===== config.mk =====
export PLATFORM = sky130hd
export DESIGN_NAME = fft_frame_loader
export DESIGN_NICKNAME = d
export VERILOG_FILES = /design/src/rtl/fft_pkg.sv /design/src/rtl/fft_frame_bank.sv /design/src/rtl/fft_frame_loader.sv
export SDC_FILE = /design/constraint.sdc
export NUM_CORES = 1
export LEC_CHECK = 0
export BUFFER_PORTS_ARGS = -buffer_cell sky130_fd_sc_hd__buf_2
export CORE_AREA = 2 2 258 260
export DETAILED_ROUTE_END_ITERATION = 12
export DIE_AREA = 0 0 260 262
export PLACE_DENSITY = 0.52
export SKIP_LAST_GASP = 1
export SYNTH_ARGS = -nofsm -noshare
export SYNTH_HDL_FRONTEND = slang
export SYNTH_SLANG_ARGS = --single-unit

===== constraint.sdc =====
create_clock -name clk -period 5.7 [get_ports clk]
set_clock_uncertainty 0.2 [all_clocks]
set_input_delay 0.285 -clock clk [delete_from_list [all_inputs] [get_ports clk]]
set_output_delay 0.285 -clock clk [all_outputs]
set_load 0.005 [all_outputs]

===== src/rtl/fft_pkg.sv =====
// Shared types and helpers for the 4-point FFT frame loader.
package fft_pkg;

    localparam int FFT_POINTS = 4;
    localparam int CPLX_W     = 32;

    typedef logic signed [CPLX_W-1:0] cplx_t;
    typedef cplx_t [FFT_POINTS-1:0] frame_t;

    typedef enum logic [1:0] {
        IDLE,
        START,
        WAIT,
        RELEASE
    } ctrl_t;

    function automatic logic [1:0] bitrev2(input logic [1:0] k);
        return {k[0], k[1]};
    endfunction

endpackage


===== src/rtl/fft_frame_bank.sv =====
// One 4-slot sample bank with a full flag; the loader instantiates two for ping-pong buffering.
module fft_frame_bank
    import fft_pkg::*;
#(
    parameter int WIDTH = 32
) (
    input  logic                             clk,
    input  logic                             reset_n,
    input  logic                             we,
    input  logic [1:0]                       addr,
    input  logic [WIDTH-1:0]                 wdata,
    input  logic                             set_full,
    input  logic                             clr_full,
    output logic                             full,
    output logic [FFT_POINTS-1:0][WIDTH-1:0] data
);

    logic [FFT_POINTS-1:0][WIDTH-1:0] data_q, data_d;
    logic                             full_q, full_d;

    always_comb begin
        data_d = data_q;
        full_d = full_q;
        if (we) begin
            data_d[addr] = wdata;
        end
        if (clr_full) begin
            full_d = 1'b0;
        end
        if (set_full) begin
            full_d = 1'b1;
        end
    end

    always_ff @(posedge clk) begin
        if (!reset_n) begin
            data_q <= '0;
            full_q <= 1'b0;
        end else begin
            data_q <= data_d;
            full_q <= full_d;
        end
    end

    assign full = full_q;
    assign data = data_q;

endmodule


===== src/rtl/fft_frame_loader.sv =====
// Ping-pong frame loader and control sequencer for the 4-point FFT core.
// Define FFT_LOADER_BITREV_EN to store each frame in bit-reversed slot order.
module fft_frame_loader
    import fft_pkg::*;
#(
    parameter int WIDTH = 32,
    parameter int CNT_W = 16
) (
    input  logic                             clk,
    input  logic                             reset_n,
    input  logic                             s_valid,
    output logic                             s_ready,
    input  logic [WIDTH-1:0]                 s_data,
    output logic [FFT_POINTS-1:0][WIDTH-1:0] frame_out,
    output logic                             fft_start,
    output logic                             fft_reset,
    input  logic                             fft_status,
    output logic                             frame_done,
    output logic [CNT_W-1:0]                 frame_count
);

    logic [1:0]                       idx_q, idx_d;
    logic                             wr_bank_q, wr_bank_d;
    logic                             rd_bank_q, rd_bank_d;
    ctrl_t                            state_q, state_d;
    logic [CNT_W-1:0]                 count_q, count_d;
    logic [FFT_POINTS-1:0][WIDTH-1:0] frame_q, frame_d;

    logic                             accept;
    logic [1:0]                       wr_addr;
    logic                             releasing;
    logic [1:0]                       full;
    logic [1:0]                       bank_we;
    logic [1:0]                       bank_set;
    logic [1:0]                       bank_clr;
    logic [FFT_POINTS-1:0][WIDTH-1:0] bank_data [2];

    for (genvar b = 0; b < 2; b++) begin : g_bank
        assign bank_we[b]  = accept && (wr_bank_q == 1'(b));
        assign bank_set[b] = bank_we[b] && (idx_q == 2'd3);
        assign bank_clr[b] = releasing && (rd_bank_q == 1'(b));

        fft_frame_bank #(
            .WIDTH(WIDTH)
        ) u_bank (
            .clk     (clk),
            .reset_n (reset_n),
            .we      (bank_we[b]),
            .addr    (wr_addr),
            .wdata   (s_data),
            .set_full(bank_set[b]),
            .clr_full(bank_clr[b]),
            .full    (full[b]),
            .data    (bank_data[b])
        );
    end

    // Gated by reset_n so nothing is accepted while reset is asserted.
    assign s_ready = reset_n && !full[wr_bank_q];
    assign accept  = s_valid && s_ready;

    always_comb begin
`ifdef FFT_LOADER_BITREV_EN
        wr_addr = bitrev2(idx_q);
`else
        wr_addr = idx_q;
`endif
        idx_d     = accept ? idx_q + 2'd1 : idx_q;
        wr_bank_d = (accept && idx_q == 2'd3) ? !wr_bank_q : wr_bank_q;
    end

    always_comb begin
        state_d    = state_q;
        rd_bank_d  = rd_bank_q;
        count_d    = count_q;
        frame_d    = frame_q;
        fft_start  = 1'b0;
        fft_reset  = 1'b0;
        frame_done = 1'b0;
        releasing  = 1'b0;
        unique case (state_q)
            IDLE: begin
                if (full[rd_bank_q]) begin
                    // Snapshot the bank so frame_out holds still through the whole FFT.
                    frame_d = bank_data[rd_bank_q];
                    state_d = START;
                end
            end
            START: begin
                fft_start = 1'b1;
                state_d   = WAIT;
            end
            WAIT: begin
                if (fft_status) begin
                    state_d = RELEASE;
                end
            end
            RELEASE: begin
                fft_reset  = 1'b1;
                frame_done = 1'b1;
                releasing  = 1'b1;
                count_d    = count_q + 1'b1;
                rd_bank_d  = !rd_bank_q;
                state_d    = IDLE;
            end
            default: state_d = IDLE;
        endcase
    end

    always_ff @(posedge clk) begin
        if (!reset_n) begin
            idx_q     <= '0;
            wr_bank_q <= 1'b0;
            rd_bank_q <= 1'b0;
            state_q   <= IDLE;
            count_q   <= '0;
            frame_q   <= '0;
        end else begin
            idx_q     <= idx_d;
            wr_bank_q <= wr_bank_d;
            rd_bank_q <= rd_bank_d;
            state_q   <= state_d;
            count_q   <= count_d;
            frame_q   <= frame_d;
        end
    end

    assign frame_out   = frame_q;
    assign frame_count = count_q;

endmodule


== Word level (Yosys, flattened, before mapping) ==
Cells that the tools add are included.

* Register bits: 408
* Bits in latches: 0
* Memories kept: 0
* Input port bits: 36
* Memory bits (read-only): 0
* Memory bits (writable): 0
* Output and inout port bits: 148
* Word-level logic and storage cells: 73

* Divide/modulo/power cells: 0
* Shifts and indexed selects: 0
* Magnitude comparators: 5
* Add/sub/neg operators: 2
* Multiply operators: 0
* Reduce and logical (&&, ||, !) cells: 18
* Equal/unequal tests: 6
* Bitwise gates (word level): 3
* Mux-type cells: 20

{| class="wikitable"
|+ Operators with widths
! operator !! number
|-
| two-way mux 128 bit || 3
|-
| bitwise mux 128 bit || 2
|-
| demux 32 bit (select 2 bit) || 1
|-
| two-way mux 32 bit || 1
|-
| adder 16 x 1 -> 16 bit, second input constant || 1
|-
| logical AND 1 bit || 10
|-
| two-way mux 1 bit || 10
|-
| case mux 2 bit (4 select lines) || 1
|-
| equality test 2 bit, second input constant || 3
|-
| less-than comparator 1 x 2 -> 1 bit, second input constant || 2
|-
| two-way mux 2 bit || 2
|-
| inequality test 2 bit, second input constant || 2
|-
| AND reduction 2 bit || 2
|-
| nonzero test 2 bit || 2
|-
| zero test 1 bit || 3
|-
| less-than comparator 2 x 3 -> 1 bit, second input constant || 1
|-
| adder 2 x 1 -> 2 bit, second input constant || 1
|-
| equality test 2 x 1 -> 1 bit, second input constant || 1
|-
| >= comparator 2 x 1 -> 1 bit, second input constant || 1
|-
| >= comparator 2 bit, second input constant || 1
|-
| zero test 2 bit || 1
|-
| inverter 1 bit || 2
|-
| inverter 1 -> 2 bit || 1
|}

== Depth between registers and ports, before layout ==
* Depth in word-level cells: 8
* Mapped depth: 8
* Gate-level depth less buffers: 6

== Modules after synthesis ==
From an unflattened synthesis, not the netlist that was laid out.

* Cell total of the unflattened synthesis: 1605
* Area, all modules: 16811.1 um^2

{| class="wikitable"
|+ Modules (own cells, without submodules)
! module !! cells each !! area an instance (um^2) !! times used !! sequential area each (um^2)
|-
| fft_frame_bank || 456 || 4823.4 || 2 || 2582.5
|-
| fft_frame_loader || 693 || 7164.4 || 1 || 3002.9
|}

== Worst setup path before layout ==
OpenSTA, ideal clock, no wires.

* Kind: reg-to-reg
* From: register state_q[0]
* To: register count_q[15] (netlist: frame_count[15])
* Required time: 5.430 ns
* Path slack: 3.786 ns
* Cell stages (with the launch flop): 6
* Period minus slack after synthesis: 1.914 ns
* Arrival: 1.643 ns
* Buffers on the path: 1
* Library setup time: 0.070 ns
* Cell sequence: dfxtp_1 -> ha_1 -> buf_2 -> nand4_1 -> or4_1 -> a21oi_1

* Cells in the longest elaborated chain, start to end: 1

{| class="wikitable"
|+ Ends and longest elaborated chain
! item !! RTL line !! text
|-
| start, declared || fft_frame_loader.sv:25 || <nowiki>ctrl_t state_q, state_d;</nowiki>
|-
| start signal, assigned || fft_frame_loader.sv:122 || <nowiki>state_q <= state_d;</nowiki>
|-
| equality test 2 bit || fft_frame_loader.sv:81 || <nowiki>unique case (state_q)</nowiki>
|-
| end signal, assigned || fft_frame_loader.sv:123 || <nowiki>count_q <= count_d;</nowiki>
|-
| end, declared || fft_frame_loader.sv:26 || <nowiki>logic [CNT_W-1:0] count_q, count_d;</nowiki>
|}

Every way passes these cells.
A chain may end at the register's enable or synchronous reset.

== Worst setup path in the final report ==
* From: register rd_bank_q
* To: register frame_q, in the netlist frame_out[2]

* Cells in the longest elaborated chain, start to end: 4
* Elaborated cells on any way between the ends: 7
* Classes of those cells: mux (5); bitwise (1); reduce/logical (1)

{| class="wikitable"
|+ Ends and longest elaborated chain
! item !! RTL line !! text
|-
| start, declared || fft_frame_loader.sv:24 || <nowiki>logic rd_bank_q, rd_bank_d;</nowiki>
|-
| start signal, assigned || fft_frame_loader.sv:121 || <nowiki>rd_bank_q <= rd_bank_d;</nowiki>
|-
| inverter 1 -> 2 bit (not written as such) || fft_frame_loader.sv:85 || <nowiki>frame_d = bank_data[rd_bank_q];</nowiki>
|-
| two-way mux 128 bit (not written as such) (3 in a row) || fft_frame_loader.sv:85 ||
|-
| end signal, assigned || fft_frame_loader.sv:124 || <nowiki>frame_q <= frame_d;</nowiki>
|-
| end, declared || fft_frame_loader.sv:27 || <nowiki>logic [FFT_POINTS-1:0][WIDTH-1:0] frame_q, frame_d;</nowiki>
|}

Parallel ways exist; a longest one is shown, timed or not. The select of a mux whose other input is x is not followed.

==> flow_summary.json <==
{
  "status": "finished clean",
  "yosys_register_bits": 408,
  "clkTransAtPathRegs_ps": 60,
  "cp-end-kind": "register",
  "ios": 184,
  "layout_setup_ws_ps": 2620,
  "rsz0062_at_grt": "no",
  "final_cell_mix": "nand2_1, dfxtp_1, a21oi_1",
  "antenna_found_initial": 0,
  "clock_path_buffers": 3,
  "globalplace.congestion": 0.722,
  "pre_cts_slack_ps": 2510,
  "syn-cell-area_sq_mm": 0.0162,
  "track_usage": 0.137,
  "core_area_sq_mm": 0.0653,
  "power_switching_mw": 1.47,
  "fin_area_sq_mm": 0.0195,
  "vias": 12900,
  "start_kind": "register",
  "postCtsSetupRepairBufs": 0,
  "ys_warn_count": 0,
  "clock-root-buffer": "clkbuf_16",
  "hold_path_class": "in2reg",
  "grt_max_degree": 191,
  "cts_tree": "built",
  "globalRouteOverflowTotal": 0,
  "cp.required_ps": 5980,
  "cts_num_sinks": 408,
  "yosysSeqAreaShare": 0.503,
  "grt_pass1_vias": 12500,
  "period_needed_ps": 3080,
  "syn_avg_cell_area_sq_um": 8.72,
  "path_cells": "mux2i_1 -> nor2b_4 -> buf_12 -> nor2_1 -> a211oi_2",
  "drt_pass1_iterations": 5,
  "powerDensity_mw_per_mm2": 325,
  "seqPwrFrac": 0.460,
  "p_comb_frac": 0.051,
  "nNetsFinal": 2005,
  "area_growth_pct": 20.4,
  "grt_pass1_wl_mm": 72.2,
  "layout_commonest_cell": "nand2_1",
  "leakagePower_nw": 6.38,
  "crit_type": "reg2reg",
  "switching_share": 0.231,
  "post_cts_resized": 0,
  "cts_hold_buf": 34,
  "antenna_left": 0,
  "drcViolationCount": 0,
  "via_per_inst": 4.51,
  "critPathArrivalTime_ps": 3370,
  "tightestPinTransition_ps": 1150,
  "maxClockFrequency_mhz": 324,
  "dp_hpwl_mm": 29.8,
  "peakVddDrop_v": 0.000208,
  "relSlewSlack": 0.236,
  "clkLatencyLatePin_ps": 590,
  "fin_crit_sh": 0.541,
  "place_area_sq_mm": 0.0176,
  "internal-power_mw": 4.89,
  "path_max_fanout": 190,
  "wirelength_mm": 47.5,
  "initial_core_util": 0.249,
  "dieArea_sq_mm": 0.0681,
  "hold_viol": 0,
  "multi_input_area_sq_mm": 0.00724,
  "tns_ps": 0,
  "syn_inst": 1860,
  "insertedDiodeCount": 0,
  "rows": 94,
  "cpPeakStageDelay_ps": 1010,
  "drtIter0Drc": 729,
  "wl_per_cell_microns": 16.6,
  "layout.area.seq_sq_mm": 0.00817,
  "cts_inserted_buffers": 46,
  "setup_violations": 0,
  "n_fill_cell": 6889,
  "port_buffers": 183,
  "htree_levels": 2,
  "synth_nets": 1906,
  "layout-drive-gt1-share": 0.195,
  "dieWidth_microns": 260,
  "die_h_microns": 262,
  "maxCapViolCount": 0,
  "ys_types": 32,
  "total_power_mw": 6.35,
  "crit_path_top_delay_cell": "dfxtp_4",
  "clock_power_share": 0.489,
  "slew_viol_final": 0
}
==> state kept, by name, indices dropped and copies added (netlist names) <==
| name | count |
|---|---|
| wr_bank_q | 1 |
| idx_q | 2 |
| frame_count | 16 |
| state_q | 2 |
| g_bank.u_bank.data | 256 |
| frame_out | 128 |
| g_bank.u_bank.full | 2 |
| rd_bank_q | 1 |
==> cell type report <==
| type | instances | share of cell area |
|---|---|---|
| sequential | 408 | 0.418 |
| multi-input combinational | 1267 | 0.371 |
| clock buffer | 69 | 0.0722 |
| timing repair buffer | 230 | 0.0713 |
| tap | 864 | 0.0554 |
| clock inverter | 14 | 0.0103 |
| inverter | 6 | 0.00154 |
==> power groups by stage <==
stage	combinational, mW	sequential [mW]	clock [mW]
after floorplan	0.212	2.97	0
after global placement	0.304	2.98	0
after detailed placement	0.310	2.98	0
after CTS	0.331	2.92	3.21
after global routing	0.356	2.92	3.32
final	0.323	2.92	3.11
==> synthesized netlist by cell type, drive strengths merged <==
master,instances,area [sq um]
nand2,523,1960
dfxtp,408,8170
a21oi,230,1150
nor2,151,567
mux2i,133,1330
a211oi,129,1470
buf,96,543
clkbuf,83,312
o21ai,35,175
ha,10,125
nand3,8,40.0
xor2,8,70.1
nor3,6,50.1
xnor2,6,52.6
inv,5,18.8
nand2b,5,31.3
nand4,5,31.3
or2,3,18.8
or3,3,18.8
and2,2,12.5
and3,2,12.5
and4,2,17.5
nor2b,2,12.5
a31o,1,8.76
clkinv,1,3.75
nor4,1,6.26
o31ai,1,7.51
or4,1,7.51
==> per-stage QoR <==
stage	hold slack, ps	instances	utilization
2_1_floorplan	236	1860	-
3_3_place_gp	241	2741	0.269
3_5_place_dp	246	2741	0.269
4_1_cts	149	2858	0.299
5_1_grt	206	2858	0.299
6_report	163	2858	0.299
==> kinds of logic (layout without fill, tap and decap cells) <==
logic type | Yosys count | in the layout | share of synthesized area
XOR/XNOR | 14 | 14 | 0.00756
buffers and inverters | 185 | 319 | 0.0541
adder cells (fa/ha/maj) | 10 | 10 | 0.00771
AND/OR/NAND/NOR | 714 | 714 | 0.172
flip-flops | 408 | 408 | 0.503
AO/OA/AOI/OAI | 396 | 396 | 0.173
multiplexers | 133 | 133 | 0.0821
==> routing by layer <==
layer / GRT usage / wire, microns / up-vias / share of wire
li1: - / - / 6391 / -
met1: 0.161 / 19700 / 6137 / 0.41
met2: 0.244 / 23900 / 291 / 0.50
met3: 0.0268 / 2430 / 81 / 0.051
met4: 0.0540 / 1510 / 0 / 0.032
met5: 0 / 0 / - / 0
==> path summary, 6_finish.rpt <==
kind	to	cells past startpoint	slack, ps	from
setup / recovery	frame_out[2]	5	2620	rd_bank_q
hold / removal	g_bank[1].u_bank.data[126]	3	160	reset_n
hold reg to reg	g_bank[0].u_bank.data[79]	2	250	g_bank[0].u_bank.data[79]
setup reg to reg	frame_out[2]	5	2620	rd_bank_q
==> worst max-delay path: cells and delay by family, from the launching register on <==
family / cells / cell delay [ps]
simple gates: 2 / 360
buf+inv: 1 / 650
compound gates: 1 / 220
mux: 1 / 360
flops: 1 / 1010
Power figures use the tool's default switching activity.
